[config.mk]
export PLATFORM = sky130hd
export DESIGN_NAME = qsfp_mgmt_ctrl_flat
export DESIGN_NICKNAME = d
export VERILOG_FILES = /design/src/rtl/qsfp_mgmt_ctrl_if.sv /design/src/rtl/qsfp_mgmt_ctrl.sv /design/src/flat_wrapper.sv
export SDC_FILE = /design/constraint.sdc
export NUM_CORES = 1
export LEC_CHECK = 0
export ABC_AREA = 1
export BUFFER_PORTS_ARGS = -buffer_cell sky130_fd_sc_hd__clkbuf_2
export CAP_MARGIN = 15
export CORE_ASPECT_RATIO = 1.1
export CORE_MARGIN = 4
export CORE_UTILIZATION = 52
export CTS_CLUSTER_DIAMETER = 150
export CTS_CLUSTER_SIZE = 24
export DETAILED_ROUTE_END_ITERATION = 6
export PLACE_DENSITY_LB_ADDON = 0.3
export SYNTH_ARGS = -nofsm -noshare
export SYNTH_HDL_FRONTEND = slang
export SYNTH_SLANG_ARGS = --single-unit
[constraint.sdc]
create_clock -name clk -period 2.39 [get_ports clk]
set_input_delay 0.478 -clock clk [delete_from_list [all_inputs] [get_ports clk]]
set_output_delay 0.478 -clock clk [all_outputs]
set_load 0.05 [all_outputs]
[src/rtl/qsfp_mgmt_ctrl_if.sv]
// Wishbone register-port bundle shared by the interconnect and the QSFP+ management block.
interface wb_interface;
    logic        cyc;
    logic        stb;
    logic        we;
    logic [7:0]  adr;
    logic [31:0] dat_i;
    logic [31:0] dat_o;
    logic        ack;

    modport slave  (input cyc, stb, we, adr, dat_i, output dat_o, ack);
    modport master (output cyc, stb, we, adr, dat_i, input dat_o, ack);
endinterface

[src/rtl/qsfp_mgmt_ctrl.sv]
// QSFP+ management sequencer: insertion debounce, reset pulse, init wait, pin drive,
// plus a Wishbone register block with sticky events and a level interrupt.
module qsfp_mgmt_ctrl #(
    parameter int unsigned DEBOUNCE_CYCLES = 20000,
    parameter int unsigned RESET_CYCLES    = 2000,
    parameter int unsigned INIT_CYCLES     = 400000000
) (
    input  logic       clk,
    input  logic       rst_n,
    wb_interface.slave wb,
    input  logic       modprs_b_i,
    input  logic       int_b_i,
    output logic       modsel_b_o,
    output logic       reset_b_o,
    output logic       lp_mode_o,
    output logic       module_ready_o,
    output logic       irq_o
);

    typedef enum logic [2:0] {
        ST_ABSENT   = 3'd0,
        ST_DEBOUNCE = 3'd1,
        ST_RESET    = 3'd2,
        ST_INIT     = 3'd3,
        ST_READY    = 3'd4
    } state_t;

    localparam logic [31:0] DEB_LAST  = 32'(DEBOUNCE_CYCLES - 1);
    localparam logic [31:0] RST_LAST  = 32'(RESET_CYCLES - 1);
    localparam logic [31:0] INIT_LAST = 32'(INIT_CYCLES - 1);

    logic [1:0]  prs_sync_q, int_sync_q;
    logic        intr_prev_q;
    state_t      state_q, state_d;
    logic [31:0] cnt_q, cnt_d;
    logic [1:0]  ctrl_q, ctrl_d;
    logic [3:0]  events_q, events_d;
    logic [3:0]  mask_q, mask_d;
    logic [15:0] rcnt_q, rcnt_d;
    logic        ack_q;
    logic [31:0] dat_q, dat_d;
    logic        reset_b_q, modsel_b_q, ready_q, irq_q;

    logic        prs, intr;
    logic        wb_req, wr;
    logic        soft_rst;
    logic [3:0]  evt_set;
    logic [31:0] rdata;
    logic        unused_dat;

    assign prs      = !prs_sync_q[1];
    assign intr     = !int_sync_q[1];
    assign wb_req   = wb.cyc && wb.stb && !ack_q;
    assign wr       = wb_req && wb.we;
    assign soft_rst = wr && (wb.adr == 8'h02) && wb.dat_i[0];
    assign unused_dat = ^wb.dat_i[31:4];

    always_comb begin
        state_d = state_q;
        cnt_d   = cnt_q + 32'd1;
        evt_set = '0;
        rcnt_d  = rcnt_q;
        // Removal beats every other transition, including a completing INIT.
        if (state_q != ST_ABSENT && !prs) begin
            state_d = ST_ABSENT;
            if (state_q != ST_DEBOUNCE) evt_set[1] = 1'b1;
        end else if (soft_rst && (state_q == ST_INIT || state_q == ST_READY)) begin
            state_d = ST_RESET;
        end else begin
            case (state_q)
                ST_ABSENT: if (prs) state_d = ST_DEBOUNCE;
                ST_DEBOUNCE: begin
                    if (cnt_q == DEB_LAST) begin
                        state_d    = ST_RESET;
                        evt_set[0] = 1'b1;
                    end
                end
                ST_RESET: if (cnt_q == RST_LAST) state_d = ST_INIT;
                ST_INIT: begin
                    if (cnt_q == INIT_LAST) begin
                        state_d    = ST_READY;
                        evt_set[3] = 1'b1;
                        rcnt_d     = rcnt_q + 16'd1;
                    end
                end
                ST_READY: state_d = ST_READY;
                default:  state_d = ST_ABSENT;
            endcase
        end
        if (state_d != state_q || state_q == ST_ABSENT || state_q == ST_READY) cnt_d = '0;
        if (state_q == ST_READY && intr && !intr_prev_q) evt_set[2] = 1'b1;

        ctrl_d = ctrl_q;
        if (wr && wb.adr == 8'h01) ctrl_d = wb.dat_i[1:0];
        mask_d = mask_q;
        if (wr && wb.adr == 8'h04) mask_d = wb.dat_i[3:0];
        events_d = events_q;
        if (wr && wb.adr == 8'h03) events_d = events_q & ~wb.dat_i[3:0];
        events_d = events_d | evt_set;

        case (wb.adr)
            8'h00:   rdata = {26'd0, (state_q == ST_READY), intr, prs, state_q};
            8'h01:   rdata = {30'd0, ctrl_q};
            8'h03:   rdata = {28'd0, events_q};
            8'h04:   rdata = {28'd0, mask_q};
            8'h05:   rdata = {16'd0, rcnt_q};
            default: rdata = '0;
        endcase
        dat_d = wb_req ? rdata : '0;
    end

    always_ff @(posedge clk or negedge rst_n) begin
        if (!rst_n) begin
            prs_sync_q  <= 2'b11;
            int_sync_q  <= 2'b11;
            intr_prev_q <= 1'b0;
            state_q     <= ST_ABSENT;
            cnt_q       <= '0;
            ctrl_q      <= 2'b10;
            events_q    <= '0;
            mask_q      <= '0;
            rcnt_q      <= '0;
            ack_q       <= 1'b0;
            dat_q       <= '0;
            reset_b_q   <= 1'b0;
            modsel_b_q  <= 1'b1;
            ready_q     <= 1'b0;
            irq_q       <= 1'b0;
        end else begin
            prs_sync_q  <= {prs_sync_q[0], modprs_b_i};
            int_sync_q  <= {int_sync_q[0], int_b_i};
            intr_prev_q <= intr;
            state_q     <= state_d;
            cnt_q       <= cnt_d;
            ctrl_q      <= ctrl_d;
            events_q    <= events_d;
            mask_q      <= mask_d;
            rcnt_q      <= rcnt_d;
            ack_q       <= wb_req;
            dat_q       <= dat_d;
            // Pin outputs decode the next state so they move on the same edge as state.
            reset_b_q   <= (state_d == ST_INIT) || (state_d == ST_READY);
            modsel_b_q  <= !((state_d == ST_READY) && ctrl_d[1]);
            ready_q     <= (state_d == ST_READY);
            irq_q       <= |(events_q & mask_q);
        end
    end

    assign wb.ack         = ack_q;
    assign wb.dat_o       = dat_q;
    assign reset_b_o      = reset_b_q;
    assign modsel_b_o     = modsel_b_q;
    assign lp_mode_o      = ctrl_q[0];
    assign module_ready_o = ready_q;
    assign irq_o          = irq_q;

endmodule

[src/flat_wrapper.sv]
// flat-port wrapper written by rule: the top's interface ports become plain ports
module qsfp_mgmt_ctrl_flat 
#(
    parameter int unsigned DEBOUNCE_CYCLES = 20000,
    parameter int unsigned RESET_CYCLES    = 2000,
    parameter int unsigned INIT_CYCLES     = 400000000
)
  (clk, rst_n, modprs_b_i, int_b_i, modsel_b_o, reset_b_o, lp_mode_o, module_ready_o, irq_o, wb_cyc, wb_stb, wb_we, wb_adr, wb_dat_i, wb_dat_o, wb_ack);
  wb_interface wb_i ();
  input  logic clk;
  input  logic rst_n;
  input  logic modprs_b_i;
  input  logic int_b_i;
  output logic modsel_b_o;
  output logic reset_b_o;
  output logic lp_mode_o;
  output logic module_ready_o;
  output logic irq_o;
  input wire logic [$bits(wb_i.cyc)-1:0] wb_cyc;
  input wire logic [$bits(wb_i.stb)-1:0] wb_stb;
  input wire logic [$bits(wb_i.we)-1:0] wb_we;
  input wire logic [$bits(wb_i.adr)-1:0] wb_adr;
  input wire logic [$bits(wb_i.dat_i)-1:0] wb_dat_i;
  output wire logic [$bits(wb_i.dat_o)-1:0] wb_dat_o;
  output wire logic [$bits(wb_i.ack)-1:0] wb_ack;
  assign wb_i.cyc = wb_cyc;
  assign wb_i.stb = wb_stb;
  assign wb_i.we = wb_we;
  assign wb_i.adr = wb_adr;
  assign wb_i.dat_i = wb_dat_i;
  assign wb_dat_o = wb_i.dat_o;
  assign wb_ack = wb_i.ack;
  qsfp_mgmt_ctrl #(.DEBOUNCE_CYCLES(DEBOUNCE_CYCLES), .RESET_CYCLES(RESET_CYCLES), .INIT_CYCLES(INIT_CYCLES)) u_core (.clk(clk), .rst_n(rst_n), .wb(wb_i), .modprs_b_i(modprs_b_i), .int_b_i(int_b_i), .modsel_b_o(modsel_b_o), .reset_b_o(reset_b_o), .lp_mode_o(lp_mode_o), .module_ready_o(module_ready_o), .irq_o(irq_o));
endmodule
* After elaboration in Yosys (flattened, before gate mapping)
Cells that the tools add are included.
** Operators by class
- Eq/ne operators :: 16
- Bitwise gates (word level) :: 6
- Add/sub/neg operators :: 2
- Muxes and demuxes :: 23
- Reduce and logical (&&, ||, !) cells :: 27
** Operators by type and width (count)
- case mux 16 bit (5 select lines) :: 1
- adder 32 x 1 -> 32 bit (second input constant) :: 1
- == test 32 x 11 -> 1 bit (second input constant) :: 1
- == test 32 x 15 -> 1 bit (second input constant) :: 1
- == test 32 x 29 -> 1 bit (second input constant) :: 1
- 2-to-1 mux 32 bit :: 1
- 2-to-1 mux 3 bit :: 6
- adder 16 x 1 -> 16 bit (second input constant) :: 1
- == test 8 x 2 -> 1 bit (second input constant) :: 2
- == test 8 x 3 -> 1 bit (second input constant) :: 2
- 2-to-1 mux 16 bit :: 1
- case mux 3 bit (5 select lines) :: 1
- logical AND 1 bit :: 13
- 2-to-1 mux 1 bit :: 11
- == test 3 x 2 -> 1 bit (second input constant) :: 3
- AND 4 bit :: 2
- == test 8 x 1 -> 1 bit (second input constant) :: 1
- logical NOT 8 bit :: 1
- == test 3 bit (second input constant) :: 2
- logical NOT 1 bit :: 5
- logical OR 1 bit :: 4
- 2-to-1 mux 4 bit :: 1
- inverter 4 bit :: 1
- OR 4 bit :: 1
- other kinds (9) :: 10
** Storage, ports and cells
- Output and inout port bits :: 38
- Flip-flop bits (word level) :: 103

* Logic depth before layout (Yosys ltp)
Gate-level depths: netlist (run 1).
- Depth in word-level cells :: 12
- Gate-level depth with buffers :: 13
- Mapped depth without buffers :: 13

* Worst setup path before layout (run 1)
OpenSTA, ideal clock, no wires.
- Path kind :: flip-flop to flip-flop
- From :: register u_core.ack_q, in the netlist u_core.wb.ack
- To :: register u_core.cnt_q[23]
- Path buffers :: 1
- Library setup time :: 0.080 ns
- Slack :: 0.503 ns
- Period minus slack after synthesis :: 1.887 ns
- Data arrival time :: 1.807 ns
- Stages on the path, launching flop included :: 12
- Cell sequence :: dfrtp_1 -> inv_1 -> nand3_1 -> nor2_1 -> nand4_2 -> and2_1 -> nand3_2 -> nand2_2 -> nand2_2 -> nand2_4 -> buf_6 -> nor3_4
** On the way
- Cells in the longest elaborated chain, start to end :: 12
** RTL lines
- from (decl) :: line qsfp_mgmt_ctrl.sv:40 : logic ack_q;
- from (signal assigned) :: line qsfp_mgmt_ctrl.sv:139 : ack_q <= wb_req;
- logical NOT 1 bit :: line qsfp_mgmt_ctrl.sv:53 : assign wb_req = wb.cyc && wb.stb && !ack_q;
- logical AND 1 bit :: line qsfp_mgmt_ctrl.sv:53
- logical AND 1 bit :: line qsfp_mgmt_ctrl.sv:54 : assign wr = wb_req && wb.we;
- logical AND 1 bit (2 in series) :: line qsfp_mgmt_ctrl.sv:55 : assign soft_rst = wr && (wb.adr == 8'h02) && wb.dat_i[0];
- logical AND 1 bit :: line qsfp_mgmt_ctrl.sv:67 : end else if (soft_rst && (state_q == ST_INIT || state_q == ST_READY)) begin
- 2-to-1 mux 3 bit :: line qsfp_mgmt_ctrl.sv:67
- 2-to-1 mux 3 bit :: line qsfp_mgmt_ctrl.sv:64 : if (state_q != ST_ABSENT && !prs) begin
- inequality test 3 bit :: line qsfp_mgmt_ctrl.sv:90 : if (state_d != state_q || state_q == ST_ABSENT || state_q == ST_READY) cnt_d = '0;
- logical OR 1 bit (2 in series) :: line qsfp_mgmt_ctrl.sv:90
- 2-to-1 mux 32 bit :: line qsfp_mgmt_ctrl.sv:90
- named net u_core.cnt_d[23] :: line qsfp_mgmt_ctrl.sv:35 : logic [31:0] cnt_q, cnt_d;
- to (signal assigned) :: line qsfp_mgmt_ctrl.sv:134 : cnt_q <= cnt_d;
- to (decl) :: line qsfp_mgmt_ctrl.sv:35
The timed path passes the listed nets, and every way through them passes these cells.
A chain may end at the register's enable or synchronous reset.

* Worst setup path after layout (run 1)
- From :: register u_core.cnt_q[0]
- To :: register u_core.cnt_q[4]
** On the way
- Cells in the longest elaborated chain, start to end :: 9
** RTL lines
- == test 32 x 29 -> 1 bit, or another cell as far along :: line qsfp_mgmt_ctrl.sv:80 : if (cnt_q == INIT_LAST) begin
- 2-to-1 mux 3 bit, on equally long branches :: line qsfp_mgmt_ctrl.sv:80, qsfp_mgmt_ctrl.sv:73, qsfp_mgmt_ctrl.sv:78
- case mux 3 bit (5 select lines) :: line qsfp_mgmt_ctrl.sv:70 : case (state_q)
- 2-to-1 mux 3 bit :: line qsfp_mgmt_ctrl.sv:67
- 2-to-1 mux 3 bit :: line qsfp_mgmt_ctrl.sv:64
- inequality test 3 bit :: line qsfp_mgmt_ctrl.sv:90
- logical OR 1 bit (2 in series) :: line qsfp_mgmt_ctrl.sv:90
- 2-to-1 mux 32 bit * :: line qsfp_mgmt_ctrl.sv:90
- named net u_core.cnt_d[4] :: line qsfp_mgmt_ctrl.sv:35
Mark *: on every way through the listed nets, which the timed path passes. The rest lies on a longest branch.

==> results of run 1 <==
synth_stat cells, drive strengths merged:
| master | n | area (sq um) |
|---|---|---|
| o21bai | 2 | 18.8 |
| conb | 1 | 3.75 |
| nor3 | 57 | 462 |
| a21oi | 3 | 15.0 |
| nand3b | 1 | 7.51 |
| o31ai | 1 | 7.51 |
| and2 | 2 | 12.5 |
| o21ai | 30 | 150 |
| o22ai | 2 | 12.5 |
| nor4 | 2 | 12.5 |
| clkbuf | 2 | 7.51 |
| dfrtp | 81 | 2030 |
| nand4 | 15 | 100 |
| xor2 | 35 | 307 |
| o2bb2ai | 1 | 8.76 |
| buf | 24 | 198 |
| ha | 2 | 25.0 |
| nor2 | 91 | 352 |
| dfstp | 6 | 158 |
| a211oi | 2 | 15.0 |
| xnor2 | 4 | 35.0 |
| and3 | 1 | 6.26 |
| nand2 | 141 | 554 |
| a221oi | 2 | 17.5 |
| inv | 77 | 289 |
| nand3 | 27 | 153 |
cell families (layout without fill, tap and decap cells):
kind of cell	Yosys count	in the layout	share of synthesized area, %
buffers and inverters	103	145	9.98
AOI/OAI and AO/OA	43	43	4.95
adders and majority gates	2	2	0.505
DFF	87	87	44.1
and+or+nand+nor	337	337	33.5
xor gates and xnor gates	39	39	6.90
other	1	16	0.0757
metrics by stage:
step                cells  cell area, sq um  setup WS (ns)  total power [uW]  hold WS, ns
floorplan             627              5010          0.503              2030        0.182
finish                786              5490          0.240              3090       0.0632
global route          786              5490         0.0351              3240       0.0864
detailed placement    766              5250          0.123              2130        0.347
CTS                   781              5420         0.0963              3020       0.0740
global placement      766              5250          0.186              2120        0.346
power breakdown:
group	switching [uW]	internal, uW	leakage, uW	total [uW]
logic	443	204	0.00134	647
clock network	529	372	0.0000744	901
registers	33.5	1500	0.00112	1540
critical path, delay by kind of cell (launching register included):
family | cells | cell delay, ns
compound gates | 1 | 0.18
fa+ha+maj | 1 | 0.21
buf+inv | 1 | 0.21
flops | 1 | 0.41
simple gates | 10 | 1.01
routing by layer:
layer  wire length (microns)  part of all wire, %  vias up  track usage (%)
li1                        -                    -     2025                -
met1                    4870                   45     1942             27.7
met2                    5190                   48      108             32.1
met3                     569                  5.3       15             4.47
met4                     164                  1.5        0             6.65
met5                       0                    0        -                0
worst min path at each step:
stage	end	cells past startpoint	start
floorplan	u_core.cnt_q[0]$_DFF_PN0_	0	rst_n
global placement	u_core.prs_sync_q[1]$_DFF_PN1_	0	u_core.prs_sync_q[0]$_DFF_PN1_
detailed placement	u_core.prs_sync_q[1]$_DFF_PN1_	0	u_core.prs_sync_q[0]$_DFF_PN1_
CTS	u_core.rcnt_q[10]$_DFFE_PN0P_	1	rst_n
global route	u_core.wb.dat_o[12]$_DFF_PN0_	1	rst_n
finish	u_core.wb.dat_o[12]$_DFF_PN0_	1	rst_n
flip-flops by register name (all words and copies together) (netlist names):
| register | count |
|---|---|
| u_core.cnt_q | 32 |
| u_core.rcnt_q | 16 |
| u_core.wb.dat_o | 16 |
| u_core.events_q | 4 |
| u_core.mask_q | 4 |
| u_core.state_q | 3 |
| u_core.ctrl_q | 2 |
| u_core.int_sync_q | 2 |
| u_core.prs_sync_q | 2 |
| u_core.intr_prev_q | 1 |
| u_core.irq_o | 1 |
| u_core.modsel_b_o | 1 |
| u_core.module_ready_o | 1 |
| u_core.reset_b_o | 1 |
| u_core.wb.ack | 1 |
area by class of cell:
class	instances	area [sq um]	share of cell area, %
clock buffers	10	128	2.33
repair buffers	53	355	6.48
multi-input cells	437	2350	42.8
flip-flops and latches	87	2190	39.8
well taps	117	146	2.67
clock inverters	5	36.3	0.661
inverters	77	289	5.27
timing repair:
| item | 4_1_cts | 5_1_grt |
|---|---|---|
| setup endpoints to repair | 0 | 35 |
| gates resized for setup | 0 | 4 |
| buffers inserted | 0 | 4 |
==> impl_metrics.tcl, run 1 <==
set metrics [dict create \
    cts_root_buffer "sky130_fd_sc_hd__clkbuf_8" \
    postSynthAreaPerCell_sq_um 8.09 \
    crit_required_ns 2.64 \
    clockBufferDepth 2 \
    syn2layout_area_growth_pct 10.8 \
    port_buffers 40 \
    grt_use_total_pct 20.3 \
    startpoint_type_of_the_worst_setup_path "register" \
    first_global_vias 3854 \
    top_library_cells_by_usage_in_the_layout_fill_and_taps_aside "sky130_fd_sc_hd__nand2_1 (133), sky130_fd_sc_hd__nor2_1 (87), sky130_fd_sc_hd__dfrtp_1 (80)" \
    cp_data_arrival_time_ns 2.40 \
    clock_sinks 87 \
    peakVddDrop_uv 357 \
    core_area_sq_mm 0.00935 \
    cts_tree "done" \
    reg2regPathDepth 13 \
    routed-via-count 4090 \
    report.final.slew_viol_count 0 \
    grt.overflow.total 0 \
    r2r_start "u_core.cnt_q[0]$_DFF_PN0_" \
    netlist-cell-type-count 38 \
    floorplan.rows 37 \
    path_cells "ha_2, nand2_1, nor2_4, nand2_2, nor2_1, nand2_1, nand2_1, nand2_1, o21bai_2, nand2_1, nand3_4, clkbuf_16, nor3_2" \
    max_slew_margin_pct 60.3 \
    post_drt_via_cell_ratio 5.20 \
    tightestPinTransition_ns 0.589 \
    mappedNetlistArea_sq_mm 0.00495 \
    drc 0 \
    finalHoldViolCount 0 \
    routed_wire_length_per_instance_microns 13.7 \
    cpPeakStageDelay_ns 0.41 \
    number_of_buffers_created_by_cts 9 \
    routabilityCongestion 0.991 \
    dp_hpwl_microns 7930 \
    dieWidth_microns 101 \
    drv.max_cap_violation_count 0 \
    synth-warning-count 0 \
    layout-drive-gt1-share_pct 19.0 \
    finalSetupViolCount 0 \
    grt_first_pass_wirelength_microns 17900 \
    rsz0062_at_grt "no" \
    commonest_non_fill_non_tap_cell_in_the_layout "sky130_fd_sc_hd__nand2_1" \
    die_height_microns 110 \
    io-pin-count 85 \
    crit_slowest_cell "sky130_fd_sc_hd__dfrtp_2" \
    finish.utilization_pct 58.7 \
    finalCriticalPeriod_ns 2.15 \
    count_of_tritonroute_iterations_in_the_first_routing_pass 5 \
    antenna_cells_inserted 0 \
    drt-initial-drc-count 211 \
    cellLeakagePower_uw 0.00254 \
    worst_clock_skew_ns 0.00569 \
    cp_launch_point "u_core.cnt_q[0]$_DFF_PN0_" \
    critical_path_class "reg -> reg" \
    worstReg2RegEnd "u_core.cnt_q[4]$_DFF_PN0_" \
    synth.ff_latch_count 87 \
    ant_nets 0 \
    antenna_found_initial 0 \
    finalCritPeriodShare_pct 89.9 \
    worst-path-max-fanout 16 \
    grt_max_degree 53 \
    routed_wire_length_microns 10800 \
    ctsHoldBuffers 0 \
    postSynthCellCount 612 \
    layout.filler_cells 872 \
    clock_insertion_delay_worst_skew_ns 0.36 \
    rrSetupSlack_ns 0.24 \
    nets 714 \
    power.density_cell_area_mw_per_mm2 562 \
    die_area_sq_mm 0.0112 \
    setup-tns-final_ns 0 \
    min-delay-path-class "in -> async" \
    register_area_share_after_synthesis_pct 44.1 \
    initial_core_utilization_pct 53.0 \
    outcome "completed" \
    number_of_h_tree_branching_levels 3 \
    worst_path_most_repeated_cell "sky130_fd_sc_hd__nand2_1" \
    maxClockFrequency_mhz 465 \
    path_clk_slew_ns 0.08 \
    endpoint "u_core.cnt_q[4]$_DFF_PN0_" \
    worstSetupEndpointType "register" \
]
No activity file was read; power rests on OpenSTA's default activity.
==> inputs of run 2 (changes only) <==
--- a/config.mk
+++ b/config.mk
@@ -8,7 +8,7 @@
 export ABC_AREA = 1
 export BUFFER_PORTS_ARGS = -buffer_cell sky130_fd_sc_hd__clkbuf_2
 export CAP_MARGIN = 15
-export CORE_ASPECT_RATIO = 1.1
+export CORE_ASPECT_RATIO = 1.5
 export CORE_MARGIN = 4
 export CORE_UTILIZATION = 52
 export CTS_CLUSTER_DIAMETER = 150
@@ -18,3 +18,4 @@
 export SYNTH_ARGS = -nofsm -noshare
 export SYNTH_HDL_FRONTEND = slang
 export SYNTH_SLANG_ARGS = --single-unit
+export TNS_END_PERCENT = 1
==> constraint.sdc (replaced) <==
create_clock -name clk -period 2.39 [get_ports clk]
set_input_delay 0.239 -clock clk [delete_from_list [all_inputs] [get_ports clk]]
set_output_delay 0.239 -clock clk [all_outputs]
set_load 0.05 [all_outputs]
==> run 2 against run 1 <==
Compared with the run above: critical path type unchanged; clock power grew 56%; register-to-register slack lost 0.06 ns; first-iteration DRC count increased by 25%; critical path depth stayed put; routed wire length grew 7.6%; sequential cell count is the same; power increased by 17%; combinational power rose by 3.4%; setup slack got worse by 0.059 ns; cell area increased by 3.1%; clock-buffer cell count unchanged.
==> impl_metrics.tcl, run 2 (synthesis gave the netlist of run 1 again) <==
set metrics [dict create \
    min-delay-path-class "in -> reg" \
    finalSetupViolCount 0 \
    port_buffers 40 \
    routabilityCongestion 0.921 \
    finalHoldViolCount 0 \
    drc 0 \
    clock_insertion_delay_worst_skew_ns 0.34 \
    clock_sinks 87 \
    cellLeakagePower_uw 0.00263 \
    antenna_found_initial 0 \
    top_library_cells_by_usage_in_the_layout_fill_and_taps_aside "sky130_fd_sc_hd__nand2_1 (133), sky130_fd_sc_hd__nor2_1 (87), sky130_fd_sc_hd__dfrtp_1 (81)" \
    syn2layout_area_growth_pct 14.2 \
    worstSetupEndpointType "register" \
    fin_worst_hold_slack_ns 0.141 \
    die_height_microns 128 \
    drt-initial-drc-count 264 \
    grt_max_degree 50 \
    initial_core_utilization_pct 53.5 \
    grt_use_total_pct 22.3 \
    cp_data_arrival_time_ns 2.44 \
    peakVddDrop_uv 478 \
    startpoint_of_the_tightest_hold_check_path "wb_dat_i[3]" \
    cts_root_buffer "sky130_fd_sc_hd__clkbuf_16" \
    nets 720 \
    global_route.peak_usage_layer "met2" \
    core_area_sq_mm 0.00925 \
    cp_launch_point "u_core.cnt_q[0]$_DFF_PN0_" \
    count_of_tritonroute_iterations_in_the_first_routing_pass 5 \
    maxClockFrequency_mhz 453 \
    p_total_uw 3620 \
    routed_wire_length_per_instance_microns 14.7 \
    max_slew_margin_pct 55.9 \
    met3_demand_to_capacity_share_in_global_routing_pct 3.29 \
    io-pin-count 85 \
    number_of_flip_flops_under_the_largest_register_name 32 \
    report.final.slew_viol_count 0 \
    post_drt_via_cell_ratio 5.25 \
    largest-register "u_core.cnt_q" \
    clockBufferDepth 2 \
    startpoint_type_of_the_worst_setup_path "register" \
    cts_tree "done" \
    met2_usage_pct 38.8 \
    worst_clock_skew_ns 0.00634 \
    outcome "completed" \
    ant_nets 0 \
    finish.utilization_pct 61.1 \
    power.density_cell_area_mw_per_mm2 640 \
    drv.max_cap_violation_count 0 \
    layout-drive-gt1-share_pct 19.1 \
    critical_path_class "reg -> reg" \
    globalRouteMet1Util_pct 24.9 \
    commonest_non_fill_non_tap_cell_in_the_layout "sky130_fd_sc_hd__nand2_1" \
    dieWidth_microns 87.7 \
    floorplan.rows 43 \
    first_global_vias 4141 \
    path_clk_slew_ns 0.06 \
    dp_hpwl_microns 8880 \
    number_of_h_tree_branching_levels 3 \
    routed_wire_length_microns 11600 \
    tightestPinTransition_ns 0.655 \
    finalCriticalPeriod_ns 2.21 \
    routed-via-count 4139 \
    layout.filler_cells 809 \
    worst-path-max-fanout 6 \
    grt.overflow.total 0 \
    antenna_cells_inserted 0 \
    grt_first_pass_wirelength_microns 19300 \
    number_of_buffers_created_by_cts 9 \
    die_area_sq_mm 0.0112 \
    crit_required_ns 2.62 \
    finalCritPeriodShare_pct 92.4 \
    r2r_start "u_core.cnt_q[0]$_DFF_PN0_" \
]
[run 2: routing by layer]
layer,routed length (microns),part of all wire [%]
met5,0,0
met4,566,4.9
met3,506,4.4
met2,6240,54
met1,4300,37
[run 2: cell type report]
cell class	count	area (sq um)	area share, %
Multi-Input combinational cell	437	2330	41.2
Tap cell	112	140	2.48
Clock inverter	6	68.8	1.22
Timing Repair Buffer	59	415	7.34
Clock buffer	10	229	4.05
Sequential cell	87	2180	38.6
Inverter	77	289	5.11
[run 2: worst max-delay path: stages, from the launching register on]
cell and delay, ns:
sky130_fd_sc_hd__dfrtp_1 0.43, sky130_fd_sc_hd__ha_1 0.24, sky130_fd_sc_hd__nand2_1 0.08, sky130_fd_sc_hd__nor2_2 0.14, sky130_fd_sc_hd__nand2_2 0.11, sky130_fd_sc_hd__nor2_1 0.11, sky130_fd_sc_hd__nand2_1 0.10, sky130_fd_sc_hd__nand2_1 0.11
sky130_fd_sc_hd__nand2_1 0.07, sky130_fd_sc_hd__o21bai_2 0.16, sky130_fd_sc_hd__nand2_1 0.12, sky130_fd_sc_hd__nand3_4 0.17, sky130_fd_sc_hd__buf_4 0.20, sky130_fd_sc_hd__nor3_2 0.05
[run 2: what timing repair did]
| item | CTS | global route |
|---|---|---|
| resized for setup | 0 | 0 |
| endpoints found under the hold margin | 49 | 0 |
| endpoints found under the setup margin | 0 | 25 |
| hold buffers | 3 | 0 |
| buffers inserted | 0 | 2 |
[run 2: path summary, 6_finish.rpt]
path,slack [ns],endpoint,depth (start not counted)
max,0.18,u_core.cnt_q[11]$_DFF_PN0_,13
min,0.14,u_core.mask_q[3]$_DFFE_PN0P_,3
max reg2reg,0.18,u_core.cnt_q[11]$_DFF_PN0_,13
min reg2reg,0.36,u_core.int_sync_q[1]$_DFF_PN1_,0
max in group asynchronous,1.30,u_core.prs_sync_q[0]$_DFF_PN1_,3
min in group asynchronous,0.45,u_core.cnt_q[14]$_DFF_PN0_,2
[run 2: report_power, final]
part / total (uW) / switching, uW / internal, uW / leakage, uW
combinational: 669 / 437 / 231 / 0.00137
sequential: 1540 / 34.6 / 1500 / 0.00113
clock: 1410 / 598 / 816 / 0.000143
total: 3620 / 1070 / 2550 / 0.00263
[run 2: per-stage QoR]
stage	area [sq um]	setup TNS [ns]	std cells	worst slack, ns
floorplan	5010	0	627	0.503
global placement	5320	0	767	0.205
detailed placement	5320	0	767	0.159
CTS	5640	0	786	0.137
global route	5660	-0.000402	788	-0.000402
finish	5660	0	788	0.182
